$ cat config.mk
export PLATFORM = sky130hd
export DESIGN_NAME = dmem_bytewise_flat
export DESIGN_NICKNAME = d
export VERILOG_FILES = /design/src/rtl/dmem_bytewise_if.sv /design/src/rtl/dmem_bytewise.sv /design/src/flat_wrapper.sv
export SDC_FILE = /design/constraint.sdc
export NUM_CORES = 2
export LEC_CHECK = 0
export ABC_CLOCK_PERIOD_IN_PS = 4600
export CAP_MARGIN = 10
export CORE_MARGIN = 3
export CORE_UTILIZATION = 30
export DETAILED_ROUTE_END_ITERATION = 7
export PLACE_DENSITY = 0.55
export SLEW_MARGIN = 20
export SYNTH_ARGS = -nofsm -noshare
export SYNTH_HDL_FRONTEND = slang
export SYNTH_SLANG_ARGS = --single-unit
$ cat constraint.sdc
create_clock -name clk -period 4.6 [get_ports clk]
set_input_delay 0.46 -clock clk [delete_from_list [all_inputs] [get_ports clk]]
set_output_delay 0.46 -clock clk [all_outputs]
set_load 0.02 [all_outputs]
$ cat src/rtl/dmem_bytewise_if.sv
// Data-memory bus between the CPU datapath and dmem_bytewise.
// The master drives the request fields; the slave returns load data, strobes and status.
interface dmem_bytewise_if #(
    parameter int ADDR_W = 11
) ();
    logic              ena;
    logic              dmw;
    logic              dmr;
    logic [2:0]        dm_type;
    logic [ADDR_W-1:0] dm_addr;
    logic [31:0]       dm_wdata;
    logic [31:0]       dm_rdata;
    logic              rdata_valid;
    logic              busy;
    logic              err_align;
    logic              err_range;

    modport master (
        output ena, dmw, dmr, dm_type, dm_addr, dm_wdata,
        input  dm_rdata, rdata_valid, busy, err_align, err_range
    );

    modport slave (
        input  ena, dmw, dmr, dm_type, dm_addr, dm_wdata,
        output dm_rdata, rdata_valid, busy, err_align, err_range
    );
endinterface

$ cat src/rtl/dmem_bytewise.sv
// Byte-addressable data memory with sub-word stores and loads, a registered read port,
// alignment/range error pulses and a zero-fill of every word after reset.
//
//   state   | meaning
//   --------+---------------------------------------------------------
//   ST_FILL | zero-fill word[r_cnt] each cycle; busy high, requests ignored
//   ST_IDLE | accept one read and/or write request per cycle
module dmem_bytewise #(
    parameter int DEPTH  = 64,
    parameter int ADDR_W = 11,
    parameter int DATA_W = 32
) (
    input  logic           clk,
    input  logic           rst_n,
    dmem_bytewise_if.slave bus
);
    localparam int MEM_AW = (DEPTH > 1) ? $clog2(DEPTH) : 1;

    localparam logic [0:0] ST_FILL = 1'b0;
    localparam logic [0:0] ST_IDLE = 1'b1;

    localparam logic [2:0] T_WORD = 3'b000;
    localparam logic [2:0] T_HS   = 3'b001;
    localparam logic [2:0] T_HU   = 3'b010;
    localparam logic [2:0] T_BS   = 3'b011;
    localparam logic [2:0] T_BU   = 3'b100;

    logic [DATA_W-1:0] r_mem [DEPTH];
    logic [0:0]        r_state;
    logic [MEM_AW-1:0] r_cnt;
    logic [31:0]       r_rdata;
    logic              r_rvalid;
    logic              r_err_align;
    logic              r_err_range;

    logic [ADDR_W-3:0] w_idx;
    logic [MEM_AW-1:0] w_midx;
    logic [1:0]        w_lane;
    logic              w_req;
    logic              w_rd;
    logic              w_wr_ok;
    logic              w_err_align;
    logic              w_err_range;
    logic [3:0]        w_be;
    logic [31:0]       w_wrep;
    logic [31:0]       w_word;
    logic [15:0]       w_half;
    logic [7:0]        w_byte;
    logic [31:0]       w_load;

    assign w_idx   = bus.dm_addr[ADDR_W-1:2];
    assign w_midx  = w_idx[MEM_AW-1:0];
    assign w_lane  = bus.dm_addr[1:0];
    assign w_req   = bus.ena && (bus.dmr || bus.dmw) && (r_state == ST_IDLE);
    assign w_rd    = w_req && bus.dmr;
    assign w_wr_ok = w_req && bus.dmw && !w_err_align && !w_err_range;
    assign w_err_range = (32'(w_idx) >= DEPTH);

    // Out-of-range indices never reach the array, so the truncated index is only used when valid.
    assign w_word = w_err_range ? '0 : r_mem[w_midx];
    assign w_half = w_lane[1] ? w_word[31:16] : w_word[15:0];
    assign w_byte = w_word[8*w_lane +: 8];

    always_comb begin
        w_err_align = 1'b0;
        w_be        = 4'b0000;
        w_wrep      = bus.dm_wdata;
        w_load      = '0;
        case (bus.dm_type)
            T_WORD: begin
                w_err_align = (w_lane != 2'b00);
                w_be        = 4'b1111;
                w_load      = w_word;
            end
            T_HS, T_HU: begin
                w_err_align = w_lane[0];
                w_be        = w_lane[1] ? 4'b1100 : 4'b0011;
                w_wrep      = {2{bus.dm_wdata[15:0]}};
                w_load      = (bus.dm_type == T_HS) ? {{16{w_half[15]}}, w_half} : {16'h0, w_half};
            end
            T_BS, T_BU: begin
                w_be        = 4'b0001 << w_lane;
                w_wrep      = {4{bus.dm_wdata[7:0]}};
                w_load      = (bus.dm_type == T_BS) ? {{24{w_byte[7]}}, w_byte} : {24'h0, w_byte};
            end
            default: w_err_align = 1'b1;
        endcase
    end

    always_ff @(posedge clk or negedge rst_n) begin
        if (!rst_n) begin
            r_state <= ST_FILL;
            r_cnt   <= '0;
        end else if (r_state == ST_FILL) begin
            if (r_cnt == MEM_AW'(DEPTH - 1)) begin
                r_state <= ST_IDLE;
            end else begin
                r_cnt <= r_cnt + 1'b1;
            end
        end
    end

    // Array has no reset; the fill sequence is what clears it.
    always_ff @(posedge clk) begin
        if (r_state == ST_FILL) begin
            r_mem[r_cnt] <= '0;
        end else if (w_wr_ok) begin
            for (int i = 0; i < 4; i++) begin
                if (w_be[i]) begin
                    r_mem[w_midx][8*i +: 8] <= w_wrep[8*i +: 8];
                end
            end
        end
    end

    always_ff @(posedge clk or negedge rst_n) begin
        if (!rst_n) begin
            r_rdata     <= '0;
            r_rvalid    <= 1'b0;
            r_err_align <= 1'b0;
            r_err_range <= 1'b0;
        end else begin
            r_rvalid    <= w_rd;
            r_err_align <= w_req && w_err_align;
            r_err_range <= w_req && w_err_range;
            if (w_rd) begin
                r_rdata <= (w_err_align || w_err_range) ? '0 : w_load;
            end
        end
    end

    assign bus.dm_rdata    = r_rdata;
    assign bus.rdata_valid = r_rvalid;
    assign bus.busy        = (r_state == ST_FILL);
    assign bus.err_align   = r_err_align;
    assign bus.err_range   = r_err_range;
endmodule

$ cat src/flat_wrapper.sv
// flat-port wrapper written by rule: the top's interface ports become plain ports
module dmem_bytewise_flat 
#(
    parameter int DEPTH  = 64,
    parameter int ADDR_W = 11,
    parameter int DATA_W = 32
)
  (clk, rst_n, bus_ena, bus_dmw, bus_dmr, bus_dm_type, bus_dm_addr, bus_dm_wdata, bus_dm_rdata, bus_rdata_valid, bus_busy, bus_err_align, bus_err_range);
  dmem_bytewise_if #(.ADDR_W(ADDR_W)) bus_i ();
  input  logic clk;
  input  logic rst_n;
  input wire logic [$bits(bus_i.ena)-1:0] bus_ena;
  input wire logic [$bits(bus_i.dmw)-1:0] bus_dmw;
  input wire logic [$bits(bus_i.dmr)-1:0] bus_dmr;
  input wire logic [$bits(bus_i.dm_type)-1:0] bus_dm_type;
  input wire logic [$bits(bus_i.dm_addr)-1:0] bus_dm_addr;
  input wire logic [$bits(bus_i.dm_wdata)-1:0] bus_dm_wdata;
  output wire logic [$bits(bus_i.dm_rdata)-1:0] bus_dm_rdata;
  output wire logic [$bits(bus_i.rdata_valid)-1:0] bus_rdata_valid;
  output wire logic [$bits(bus_i.busy)-1:0] bus_busy;
  output wire logic [$bits(bus_i.err_align)-1:0] bus_err_align;
  output wire logic [$bits(bus_i.err_range)-1:0] bus_err_range;
  assign bus_i.ena = bus_ena;
  assign bus_i.dmw = bus_dmw;
  assign bus_i.dmr = bus_dmr;
  assign bus_i.dm_type = bus_dm_type;
  assign bus_i.dm_addr = bus_dm_addr;
  assign bus_i.dm_wdata = bus_dm_wdata;
  assign bus_dm_rdata = bus_i.dm_rdata;
  assign bus_rdata_valid = bus_i.rdata_valid;
  assign bus_busy = bus_i.busy;
  assign bus_err_align = bus_i.err_align;
  assign bus_err_range = bus_i.err_range;
  dmem_bytewise #(.DEPTH(DEPTH), .ADDR_W(ADDR_W), .DATA_W(DATA_W)) u_core (.clk(clk), .rst_n(rst_n), .bus(bus_i));
endmodule
==> impl_summary.log <==
[metrics] Worst Hold Margin: 0.281 ns
[metrics] remaining number of nets flagged by the antenna check after routing: 0
[metrics] count of different cell masters after synthesis: between 70 and 80
[metrics] post-route setup slack: around 0.75 ns
[metrics] flip-flop and latch count after synthesis: ~2.1k
[metrics] height of the die: between 500 and 600 um
[metrics] routed wire length per instance: 29.5 um
[metrics] endpoint type of the worst setup path: register
[metrics] critical path arrival: 4.43 ns
[metrics] layer carrying the most global-route usage: met2
[metrics] area of the die: approximately 280000 um^2
[metrics] starting utilization of the core area: a little under a third
[metrics] cell area after synthesis: around 82000 um^2
[metrics] CTS tree: yes
[metrics] critical path startpoint category: primary input
[metrics] core region area: 272000 um^2
[metrics] count of mapped cells out of synthesis: 3939
[metrics] row cnt: approximately 190
[metrics] port buffer count: 86
[metrics] vias in the first global route: 43.4k
[metrics] count of vias placed by the detailed router: 42.8k
[metrics] total clock buffers created by CTS: 211
[metrics] Final min period: 3.85 ns
[metrics] CP Launch Point: bus_dm_type[2]
[metrics] Sw Pwr: 8.15 mW
[metrics] fraction of layout cells with a size suffix above 1: 30.2%
[metrics] critical path required time: ~5.2 ns
[metrics] P_leak: around 26 nW
[metrics] proportion of power drawn by the clock network: 43.1%
[metrics] clock edge transition at the registers on the reported setup and hold paths: 0.06 ns
[metrics] fraction of the core area covered by cells at the end of the flow: 35.9%
[metrics] router iterations before antenna repair: 6
[metrics] startpoint of the lowest-slack register-to-register path: u_core.r_mem[26][31]
[metrics] gp weighted congestion: between 0.9 and 1
[metrics] part of the power in registers: 53.6%
[metrics] highest clock rate: 0.259 GHz
[metrics] Avg Vias per Cell: ~5.2
[metrics] later-pin clock latency in the skew report: 0.87 ns
[metrics] maximum fanout encountered on the critical timing path: 17
[metrics] Internal: 30.3 mW
[metrics] most common flop cell mapped by yosys: sky130_fd_sc_hd__edfxtp_1
[metrics] Clock Sinks: 2090
[metrics] number of pins exceeding their max-slew limit in the final report: 0
[metrics] warning count from the yosys run: 0
[metrics] final HPWL from detailed placement: 158 mm
[metrics] I/O pins: 87
[metrics] met1 track utilization from global routing: approximately 22%
[metrics] buffer levels on the longest clock path: 3
[metrics] synth-to-layout area growth: 18.6%
[metrics] antenna violations before repair: 8
[metrics] status: finished, final reports clean
[metrics] Post-synth EDFFs: between 2k and 2.5k
[metrics] met2 Use GR: about 28%
[metrics] Slew Limit Headroom: a little over a fifth
[metrics] type of the worst setup path: in -> reg
[metrics] Final setup violation count: 0
[metrics] cell total after placement: 7828
[metrics] total DRC errors in the routed layout: 0
[metrics] area share of the largest cell type after synthesis: 74.7%
[metrics] overall power consumption: ~38 mW
[metrics] dominant cells by area after synthesis: sky130_fd_sc_hd__edfxtp_1 75%, sky130_fd_sc_hd__mux4_2 15%, sky130_fd_sc_hd__nor2_1 1.4%
[metrics] Final nets: 4524
[metrics] post-synth top area cell: sky130_fd_sc_hd__edfxtp_1
[metrics] clock tree root driver cell: sky130_fd_sc_hd__clkbuf_16
[metrics] unrepaired setup endpoints after global routing: no
[metrics] Net Sw Frac: 21.2%
[metrics] DRC marker count from the first detailed-route iteration: 4605
[metrics] wire length after detailed routing: 242 mm
[metrics] maxcap violations: 0
[metrics] combinational cell fraction of total power: 3.3%
[metrics] all-layer global routing usage: between 10% and 20%
[metrics] CTS H-tree lvls: 4
[metrics] Final Hold Viols: 0
[metrics] GRT met3 Usage: 3.30%
[metrics] fraction of the yosys area taken by sequential cells: ~76%
[metrics] mean instance size in the synthesized netlist: 20.9 um^2
[metrics] Synth async-reset ratio: approximately 2%
[metrics] syn nets: 3991
[metrics] global route overflow: 0
[metrics] path category of the worst min-delay check: in -> async
[metrics] pin count of the biggest net entering global routing: 65
[metrics] die span in x: 530 um
[metrics] power per cell area: roughly 400 nW/um^2
[metrics] Worst IR Drop VDD: 0.000381 V
[metrics] Worst Tran Pin Value: 1.17 ns
[metrics] global-route wire length before repair: around 340 mm
[metrics] # Post-CTS Setup Buffers: 0
[metrics] non-filler instance count after layout: approximately 8k
[metrics] worst slack at placement: -0.0369 ns
[metrics] final period utilization: 83.8%
[metrics] setup skew after layout: approximately 0.062 ns
## routing by layer
layer | routed length [um] | vias to the layer above
met1 | 95900 | 23000
met3 | 17200 | 467
met4 | 11500 | 8
met2 | 118000 | 1869
met5 | 53 | -
li1 | - | 17500
## path summary, 6_finish.rpt
check / endpoint / slack, ns / cells past startpoint
setup / recovery: u_core.r_mem[59][7] / 0.75 / 11
hold / removal: u_core.bus.rdata_valid / 0.28 / 3
setup reg to reg: u_core.bus.dm_rdata[21] / 1.21 / 9
hold reg to reg: u_core.bus.dm_rdata[9] / 0.52 / 2
max in group asynchronous: u_core.r_cnt[2] / 3.87 / 3
min in group clk: u_core.bus.dm_rdata[9] / 0.52 / 2
## timing repair
| item | in CTS | in global routing |
|---|---|---|
| hold endpoints to repair | 42 | 0 |
| resized for setup | 0 | 0 |
| hold buffers | 1 | 0 |
## final cells by class
class	instances	area (um^2)
fillers	24900	174000
flip-flops and latches	2090	62600
multi-input cells	1607	18800
clock buffers	263	5480
repair buffers	553	5040
well taps	3570	4470
clock inverters	118	1190
inverters	9	40.0
diodes	3	7.51
## synthesized netlist by cell type (3+ instances only)
cell type                   count
sky130_fd_sc_hd__o21ai_0       40
sky130_fd_sc_hd__a211oi_1      17
sky130_fd_sc_hd__nand2b_1      10
sky130_fd_sc_hd__o21bai_1       3
sky130_fd_sc_hd__nand3_1       30
sky130_fd_sc_hd__o211ai_1       5
sky130_fd_sc_hd__o41ai_1        3
sky130_fd_sc_hd__buf_2         37
sky130_fd_sc_hd__a22oi_1       44
sky130_fd_sc_hd__nor2_1       316
sky130_fd_sc_hd__nor3_1        35
sky130_fd_sc_hd__buf_6         27
sky130_fd_sc_hd__clkbuf_1     105
sky130_fd_sc_hd__a2bb2oi_1      3
sky130_fd_sc_hd__o221ai_1       5
sky130_fd_sc_hd__a221oi_1       8
sky130_fd_sc_hd__mux4_2       564
sky130_fd_sc_hd__buf_4         38
sky130_fd_sc_hd__nand4_1        3
sky130_fd_sc_hd__a22o_1         7
sky130_fd_sc_hd__dfrtp_1       42
sky130_fd_sc_hd__inv_1          7
sky130_fd_sc_hd__mux2_2        15
sky130_fd_sc_hd__o22ai_1       43
sky130_fd_sc_hd__and2_1        14
sky130_fd_sc_hd__mux2i_1       72
sky130_fd_sc_hd__buf_1         24
sky130_fd_sc_hd__or3_1         10
sky130_fd_sc_hd__nand2_1      169
sky130_fd_sc_hd__xnor2_1        4
sky130_fd_sc_hd__nor4_1         6
sky130_fd_sc_hd__nand3b_1       5
sky130_fd_sc_hd__a221o_1        6
sky130_fd_sc_hd__nor2b_1       13
sky130_fd_sc_hd__a21oi_1       69
sky130_fd_sc_hd__a31oi_1       28
sky130_fd_sc_hd__or2_2          5
sky130_fd_sc_hd__o21ai_1       11
sky130_fd_sc_hd__edfxtp_1    2048
sky130_fd_sc_hd__o31ai_1        7
## sequential cells by signal, indices dropped and copies added, names as in the netlist
name / flops
u_core.bus.rdata_valid: 1
u_core.bus.err_align: 1
u_core.r_state: 1
u_core.bus.err_range: 1
u_core.r_cnt: 6
u_core.bus.dm_rdata: 32
u_core.r_mem: 2048
## worst max-delay path: stages
cell                              delay, ns
sky130_fd_sc_hd__clkdlybuf4s50_1       0.44
sky130_fd_sc_hd__buf_4                 0.21
sky130_fd_sc_hd__o21ai_0               0.27
sky130_fd_sc_hd__nand3_1               0.45
sky130_fd_sc_hd__nor3_2                0.55
sky130_fd_sc_hd__buf_4                 0.23
sky130_fd_sc_hd__nand3_1               0.08
sky130_fd_sc_hd__o21ai_1               0.54
sky130_fd_sc_hd__nand2_1               0.59
sky130_fd_sc_hd__nor2_1                0.38
sky130_fd_sc_hd__buf_4                 0.21
## metrics by stage
stage               TNS [ns]  area [um^2]
floorplan                  0        82300
global placement       -8.92        90900
detailed placement    -0.292        90900
CTS                        0        97600
global route               0        97600
finish                     0        97600
## power groups by stage
stage / Sequential (mW) / Clock, mW / Combinational (mW)
6_report: 20.6 / 16.6 / 1.26
5_1_grt: 20.6 / 17.7 / 1.31
4_1_cts: 20.6 / 16.9 / 1.27
3_5_place_dp: 21.0 / 0 / 1.26
3_3_place_gp: 21.0 / 0 / 1.26
2_1_floorplan: 21.0 / 0 / 0.672
## cells in the final DEF (no fill, tap or decap), types with 10 or more instances in the layout
cell,netlist,routed
sky130_fd_sc_hd__a22oi_1,44,44
sky130_fd_sc_hd__nor3_1,35,31
sky130_fd_sc_hd__o21ai_0,40,39
sky130_fd_sc_hd__bufinv_16,0,13
sky130_fd_sc_hd__nand2_1,169,161
sky130_fd_sc_hd__o22ai_1,43,43
sky130_fd_sc_hd__mux2i_1,72,72
sky130_fd_sc_hd__o21ai_1,11,12
sky130_fd_sc_hd__clkbuf_16,0,211
sky130_fd_sc_hd__clkdlybuf4s50_1,0,79
sky130_fd_sc_hd__a211oi_1,17,17
sky130_fd_sc_hd__buf_4,38,413
sky130_fd_sc_hd__nor2_1,316,311
sky130_fd_sc_hd__nand2b_1,10,10
sky130_fd_sc_hd__dfrtp_1,42,42
sky130_fd_sc_hd__nor2b_1,13,10
sky130_fd_sc_hd__a21oi_4,0,16
sky130_fd_sc_hd__mux4_2,564,564
sky130_fd_sc_hd__clkinv_1,2,51
sky130_fd_sc_hd__clkbuf_1,105,52
sky130_fd_sc_hd__edfxtp_1,2048,2048
sky130_fd_sc_hd__nand3_1,30,29
sky130_fd_sc_hd__clkinv_2,0,31
sky130_fd_sc_hd__mux2_2,15,15
sky130_fd_sc_hd__a31oi_1,28,20
sky130_fd_sc_hd__a21oi_1,69,52
sky130_fd_sc_hd__buf_12,1,54
## kinds of logic after synthesis
| group | after synthesis | share of synthesized area (%) |
|---|---|---|
| AO/OA/AOI/OAI | 319 | 2.54 |
| XOR/XNOR | 6 | 0.0638 |
| adder cells (fa/ha/maj) | 1 | 0.0152 |
| buffers and inverters | 242 | 1.61 |
| flip-flops | 2090 | 76.0 |
| multiplexers | 651 | 16.5 |
| AND/OR/NAND/NOR | 630 | 3.26 |
Power figures use the tool's default switching activity.
